[config.mk]
export PLATFORM = sky130hd
export DESIGN_NAME = elastic_alu_join
export DESIGN_NICKNAME = d
export VERILOG_FILES = /design/src/rtl/elastic_alu_join.sv
export SDC_FILE = /design/constraint.sdc
export NUM_CORES = 2
export LEC_CHECK = 0
export BUFFER_PORTS_ARGS = -buffer_cell sky130_fd_sc_hd__buf_2
export CORE_ASPECT_RATIO = 0.9
export CORE_UTILIZATION = 50
export CTS_CLUSTER_SIZE = 16
export DETAILED_ROUTE_END_ITERATION = 8
export PLACE_DENSITY = 0.79
export REMOVE_ABC_BUFFERS = 1
export SLEW_MARGIN = 20
export SYNTH_ARGS = -nofsm -noshare
export SYNTH_HDL_FRONTEND = slang
export SYNTH_SLANG_ARGS = --single-unit
[constraint.sdc]
create_clock -name clock -period 20.7 [get_ports clock]
set_clock_uncertainty 0.15 [all_clocks]
set_input_delay 4.14 -clock clock [delete_from_list [all_inputs] [get_ports clock]]
set_output_delay 4.14 -clock clock [all_outputs]
set_load 0.1 [all_outputs]
[src/rtl/elastic_alu_join.sv]
// elastic_alu_join: joins one token from each operand stream, applies io_op, registers the result.
// Ports: clock/reset (sync, active-high); io_op/io_acc_len static config;
//        io_din1*/io_din2* operand streams (valid/ready); io_dout* registered result stream.
module elastic_alu_join #(
    parameter int DATA_WIDTH = 32,
    parameter int OP_WIDTH   = 4,
    parameter int CNT_WIDTH  = 8
) (
    input  logic                  clock,
    input  logic                  reset,
    input  logic [OP_WIDTH-1:0]   io_op,
    input  logic [CNT_WIDTH-1:0]  io_acc_len,
    input  logic [DATA_WIDTH-1:0] io_din1,
    input  logic                  io_din1_v,
    output logic                  io_din1_r,
    input  logic [DATA_WIDTH-1:0] io_din2,
    input  logic                  io_din2_v,
    output logic                  io_din2_r,
    output logic [DATA_WIDTH-1:0] io_dout,
    output logic                  io_dout_v,
    input  logic                  io_dout_r
);
    localparam int SW = $clog2(DATA_WIDTH);
    typedef enum logic {ACC_RUN, ACC_LAST} acc_state_e;
    acc_state_e            state;
    logic [DATA_WIDTH-1:0] dout_q, dout_d, acc_q, acc_d, alu, acc_sum;
    logic [CNT_WIDTH-1:0]  cnt_q, cnt_d, len;
    logic [SW-1:0]         sh;
    logic                  dout_v_q, dout_v_d, space, is_pass, is_acc, fire, load;
    always_comb begin
        sh = io_din2[SW-1:0];
        alu = '0;
        case (int'(io_op))
            0:  alu = io_din1 + io_din2;
            1:  alu = io_din1 - io_din2;
            2:  alu = io_din1 * io_din2;
            3:  alu = io_din1 & io_din2;
            4:  alu = io_din1 | io_din2;
            5:  alu = io_din1 ^ io_din2;
            6:  alu = io_din1 << sh;
            7:  alu = io_din1 >> sh;
            8:  alu = $signed(io_din1) >>> sh;
            9:  alu = ($signed(io_din1) < $signed(io_din2)) ? io_din1 : io_din2;
            10: alu = ($signed(io_din1) < $signed(io_din2)) ? io_din2 : io_din1;
            11: alu = {{(DATA_WIDTH-1){1'b0}}, $signed(io_din1) < $signed(io_din2)};
            12: alu = io_din1;
            default: alu = '0;
        endcase
    end
    always_comb begin
        is_pass = int'(io_op) == 12;
        is_acc = int'(io_op) == 13;
        // A length of zero behaves as one: every token closes its own group.
        len = (io_acc_len == '0) ? CNT_WIDTH'(1) : io_acc_len;
        // >= keeps the FSM from running away if cnt ever exceeds the last index.
        state = (cnt_q >= len - CNT_WIDTH'(1)) ? ACC_LAST : ACC_RUN;
        space = !dout_v_q | io_dout_r;
        // Each lane's ready depends only on the other lane's valid, so the join never
        // creates a combinational loop through an upstream FIFO.
        io_din1_r = reset ? 1'b0 : is_acc ? (state == ACC_RUN) | space : is_pass ? space : space & io_din2_v;
        io_din2_r = (reset | is_acc | is_pass) ? 1'b0 : space & io_din1_v;
        fire = io_din1_v & io_din1_r;
        acc_sum = acc_q + io_din1;
        load = fire & !(is_acc & state == ACC_RUN);
        dout_d = load ? (is_acc ? acc_sum : alu) : dout_q;
        dout_v_d = load | (dout_v_q & !io_dout_r);
        acc_d = (!is_acc || (fire && state == ACC_LAST)) ? '0 : fire ? acc_sum : acc_q;
        cnt_d = (!is_acc || (fire && state == ACC_LAST)) ? '0 : fire ? cnt_q + CNT_WIDTH'(1) : cnt_q;
    end
    always_ff @(posedge clock) begin
        if (reset) begin
            dout_q <= '0;
            dout_v_q <= 1'b0;
            acc_q <= '0;
            cnt_q <= '0;
        end else begin
            dout_q <= dout_d;
            dout_v_q <= dout_v_d;
            acc_q <= acc_d;
            cnt_q <= cnt_d;
        end
    end
    assign io_dout = dout_q;
    assign io_dout_v = dout_v_q;
endmodule

# Yosys cells after proc, flatten, opt, wreduce, memory -nomap -nowiden
# Cells that the tools add are included.
dict set report word_totals {
  regBits 73
  in_bits 81
  out_inout_bits 35
  word_cells 63
}
dict set report classes {
  add_sub_neg 5
  mul 1
  order_cmp 2
  eq_ne 14
  n_shift 3
  n_mux 10
  bitwise_logic 15
  reduce_logical 9
}
# operator n
set op_table {}
lappend op_table {{one-hot mux 32 bit (13 select lines)} 1}
lappend op_table {{two-way mux 32 bit} 3}
lappend op_table {{adder 32 bit} 2}
lappend op_table {{bitwise AND 32 bit} 1}
lappend op_table {{< comparator 32 bit} 1}
lappend op_table {{multiplier 32 x 32 -> 32 bit} 1}
lappend op_table {{bitwise OR 32 bit} 1}
lappend op_table {{left shift 32 x 5 -> 32 bit} 1}
lappend op_table {{right shift 32 x 5 -> 32 bit} 1}
lappend op_table {{>>> shifter 32 x 5 -> 32 bit} 1}
lappend op_table {{subtractor 32 bit} 1}
lappend op_table {{bitwise XOR 32 bit} 1}
lappend op_table {{equality test 4 x 3 -> 1 bit (second input constant)} 6}
lappend op_table {{equality test 4 bit (second input constant)} 5}
lappend op_table {{adder 8 x 1 -> 8 bit (second input constant)} 1}
lappend op_table {{equality test 4 x 2 -> 1 bit (second input constant)} 2}
lappend op_table {{greater-or-equal comparator 8 bit} 1}
lappend op_table {{zero test 8 bit} 1}
lappend op_table {{two-way mux 8 bit} 1}
lappend op_table {{subtractor 8 x 1 -> 8 bit (second input constant)} 1}
lappend op_table {{bitwise AND 1 bit} 6}
lappend op_table {{two-way mux 1 bit} 5}
lappend op_table {{bitwise OR 1 bit} 5}
lappend op_table {{equality test 4 x 1 -> 1 bit (second input constant)} 1}
lappend op_table {{other kinds (6)} 9}

# Longest topological paths before layout
dict set report depth {
  word_depth 13
  ltp_mapped 32
  depth_no_buf 28
}

# Worst setup path before layout
# OpenSTA, ideal clock, no wires.
dict set report synth_path {
  path_type {input to register}
  startpoint {input port io_din2[2]}
  endpoint {register dout_q[31], in the netlist io_dout[31]}
  setup_ns 0.140
  arrival_ns 12.219
  t_required_ns 20.410
  setup_slack_ns 8.191
  cell_stages 30
  n_path_buf 4
  cell_sequence {clkinv_1 -> buf_1 -> buf_1 -> clkbuf_1 -> buf_1 -> nor2_1 -> fa_1 -> inv_1 -> fa_1 -> fa_1 -> fa_1 -> inv_1 -> fa_1 -> inv_1 -> fa_1 -> inv_1 -> fa_1 -> fa_1 -> ha_1 -> and3_1 -> and2_1 -> a221o_1 -> nor3b_1 -> o21ai_0 -> a31oi_1 -> o21ai_0 -> xnor2_1 -> nor2_1 -> a2111oi_0 -> a311oi_1}
}
dict set report synth_via {
  elab_chain_len 4
}
# item line_no
set synth_rtl {}
lappend synth_rtl {{start, declared} 16} ;# input logic [DATA_WIDTH-1:0] io_din2,
lappend synth_rtl {{branches (longest 2 deep; another with multiplier 32 x 32 -> 32 bit)} n/a}
lappend synth_rtl {{one-hot mux 32 bit (13 select lines) *} 33} ;# case (int'(io_op))
lappend synth_rtl {{two-way mux 32 bit *} 65} ;# dout_d = load ? (is_acc ? acc_sum : alu) : dout_q;
lappend synth_rtl {{end signal, assigned} 77} ;# dout_q <= dout_d;
lappend synth_rtl {{end, declared} 26} ;# logic [DATA_WIDTH-1:0] dout_q, dout_d, acc_q, acc_d, alu, acc_sum;
# Mark *: on every way between the ends.
# A chain may end at the register's enable or synchronous reset.

# Worst setup path after layout
dict set report layout_path {
  startpoint {input port io_din2[6]}
  endpoint {register dout_q[31], in the netlist io_dout[31]}
}
# Same word-level chain as after synthesis.

==> impl_metrics.py <==
metrics = {
    "yosys": {
        "ys_warn_count": 0,
        "ys_seq_area_frac": 0.0517,
        "synth.avg_cell_area_um2": 7.77,
        "synth_top_area_cell": "fa_1",
        "synthTopCellsByArea": "fa_1 (29%), ha_1 (12%), nor2_1 (7.5%), inv_1 (6.3%), nand2_1 (5.4%)",
        "synth_edf_count": 0,
        "async_reset_ff_frac": 0,
        "netlist_area_mm2": 0.0283,
        "synth_flop_cell": "dfxtp_1",
        "syn_inst": 3641,
        "yosysUniqueCellTypes": 85,
        "synth-seq-cells": 73,
        "yosysTopAreaCellShare": 0.291,
    },
    "timing": {
        "hold_viol_final": 0,
        "maxSlewHeadroom": 0.177,
        "whs_ns": 0.306,
        "fmax_mhz": 74.5,
        "setup_viol": 0,
        "post-route-period-util": 0.649,
        "finalCriticalPeriod_ns": 13.43,
        "drv_slew": 0,
        "rsz0062_at_grt": "false",
        "fin_setup_tns_ns": 0,
        "tightestPinTransition_ns": 1.22,
    },
    "die": {
        "num_rows": 82,
        "initial_utilization": 0.507,
        "die_h_um": 228,
        "ios": 116,
        "core_area_mm2": 0.0558,
        "die_w_um": 253,
        "die_area_mm2": 0.0575,
    },
    "hold_path": {
        "min_path_cells": 2,
        "hold_start": "acc_q[29]$_SDFFE_PP0P_",
        "worstHoldEndpoint": "acc_q[29]$_SDFFE_PP0P_",
        "hold_path.class": "flop to flop",
    },
    "cts": {
        "cts_hold_buf": 0,
        "root_buffer": "clkbuf_16",
        "cts_tree": "done",
        "path_clk_slew_ns": 0.08,
        "cts-resized-gates": 0,
        "postCtsSetupRepairBufs": 0,
        "clock_latency_ns": 0.39,
        "clockBufferDepth": 2,
        "clock_sinks": 73,
        "cts-buffers-inserted": 9,
        "h-tree-depth": 3,
    },
    "drt": {
        "firstDrtPassIters": 7,
        "drt_wl_total_mm": 121,
        "avgRoutedWirePerCell_um": 27.7,
        "first_iter_violations": 4161,
        "avgViaCountPerCell": 6.55,
        "postRouteAntennaNets": 0,
        "vias": 28564,
        "drc": 0,
    },
    "layout": {
        "num-fill-cells": 5344,
        "drive_above_1_share": 0.0758,
        "syn_to_final_growth_pct": 5.03,
        "final_common_cell": "nor2_1",
        "final_cell_mix": "nor2_1 (562), inv_1 (477), fa_1 (411), nand2_1 (406), ha_1 (261)",
        "finalNetCount": 4350,
    },
    "worst_setup_path": {
        "cp_data_required_time_ns": 20.80,
        "r2r_slack_ns": 16.30,
        "crit_start": "io_din2[6]",
        "rr_worst_depth": 14,
        "critPathLaunchType": "primary input",
        "cp_max_fo": 22,
        "arrival_ns": 13.53,
        "end_kind": "flop",
        "rr_startpoint": "acc_q[0]$_SDFFE_PP0P_",
        "path_class": "primary input to flop",
        "r2r_end": "io_dout[22]$_SDFFE_PP0P_",
    },
    "grt": {
        "first_global_vias": 27683,
        "grt_use_total": 0.422,
        "grt_max_degree": 70,
        "antenna_found_initial": 3,
        "grt_pass1_wl_mm": 177,
        "overflow": 0,
    },
    "place": {
        "portBuffers": 115,
        "place_congestion": 1.07,
        "place_hpwl_mm": 88.2,
    },
    "flow_run": {
        "drv_cap": 0,
    },
    "status": {
        "outcome": "completed",
    },
}
==> cell families (layout without fill, tap and decap cells) <==
group                      count (synthesis)  in the layout  share of synthesized area
muxes                                     99             99                     0.0488
and+or+nand+nor                         1180           1180                      0.173
AOI/OAI and AO/OA                        757            757                      0.181
xor gates and xnor gates                 135            135                     0.0418
adders and majority gates                672            672                      0.406
buffers and inverters                    725            686                     0.0977
DFF                                       73             73                     0.0517
other                                      0              3                          0
==> area by class of cell <==
| type | count | area [µm²] | area share |
|---|---|---|---|
| Tap cell | 756 | 946 | 0.0318 |
| Clock buffer | 9 | 225 | 0.00758 |
| Timing Repair Buffer | 176 | 1040 | 0.0350 |
| Sequential cell | 73 | 1460 | 0.0492 |
| Antenna cell | 3 | 7.51 | 0.000253 |
| Clock inverter | 7 | 62.6 | 0.00211 |
| Inverter | 494 | 1850 | 0.0624 |
| Multi-Input combinational cell | 2843 | 24100 | 0.812 |
==> critical path: stages <==
cell and delay (ns):
buf_2 0.34, clkinv_1 1.01, nor2_1 0.44, fa_1 0.49
fa_1 0.49, fa_1 0.51, inv_1 0.05, fa_1 0.47
inv_1 0.05, fa_1 0.51, inv_1 0.06, fa_1 0.53
inv_1 0.05, fa_1 0.49, fa_1 0.42, ha_1 0.37
and3_1 0.27, and2_1 0.17, a221o_1 0.37, nor3b_1 0.20
o21ai_0 0.25, a31oi_1 0.85, o21ai_0 0.28, xnor2_1 0.21
nor2_1 0.05, a2111oi_0 0.29, a311oi_1 0.14
==> synth_stat cells, drive strengths merged (13+ instances only) <==
library cell,instances
a2111oi,13
a211oi,44
a21o,38
a21oi,214
a221o,16
a221oi,44
a22oi,30
a31oi,24
buf,71
clkbuf,160
dfxtp,73
fa,411
ha,261
inv,482
mux2i,61
mux4,30
nand2,407
nand2b,21
nand3,38
nand4,25
nor2,565
nor2b,18
nor3,49
o211ai,28
o21a,16
o21ai,133
o21bai,30
o22ai,17
o31ai,14
xnor2,98
xor2,37
==> worst max-delay path by stage <==
stage	endpoint	cells past startpoint
after CTS	io_dout[31]$_SDFFE_PP0P_	27
after floorplan	io_dout[31]$_SDFFE_PP0P_	26
after global routing	io_dout[31]$_SDFFE_PP0P_	27
after detailed placement	io_dout[31]$_SDFFE_PP0P_	27
after global placement	io_dout[31]$_SDFFE_PP0P_	27
final	io_dout[31]$_SDFFE_PP0P_	27
==> state kept, by name, summed over array words and instances, names as in the netlist <==
name	cells
io_dout_v	1
acc_q	32
cnt_q	8
io_dout	32
==> through the flow <==
step	util	worst slack, ns	instances	area [µm²]
floorplan	-	8.13	3410	27400
global placement	0.527	7.61	4342	29400
detailed placement	0.527	7.46	4342	29400
CTS	0.532	7.86	4358	29700
global route	0.532	6.98	4358	29700
finish	0.532	7.27	4361	29700
==> per-layer routing <==
metal	vias to the layer above	share of wire	track usage
li1	11976	-	-
met1	13800	0.37	0.548
met2	2276	0.40	0.591
met3	502	0.16	0.171
met4	10	0.064	0.236
met5	-	0.0011	0.0118
Power is left out: the tool's default activity adds up to more than one toggle a clock period on the data nets, which glitch-free logic cannot reach.
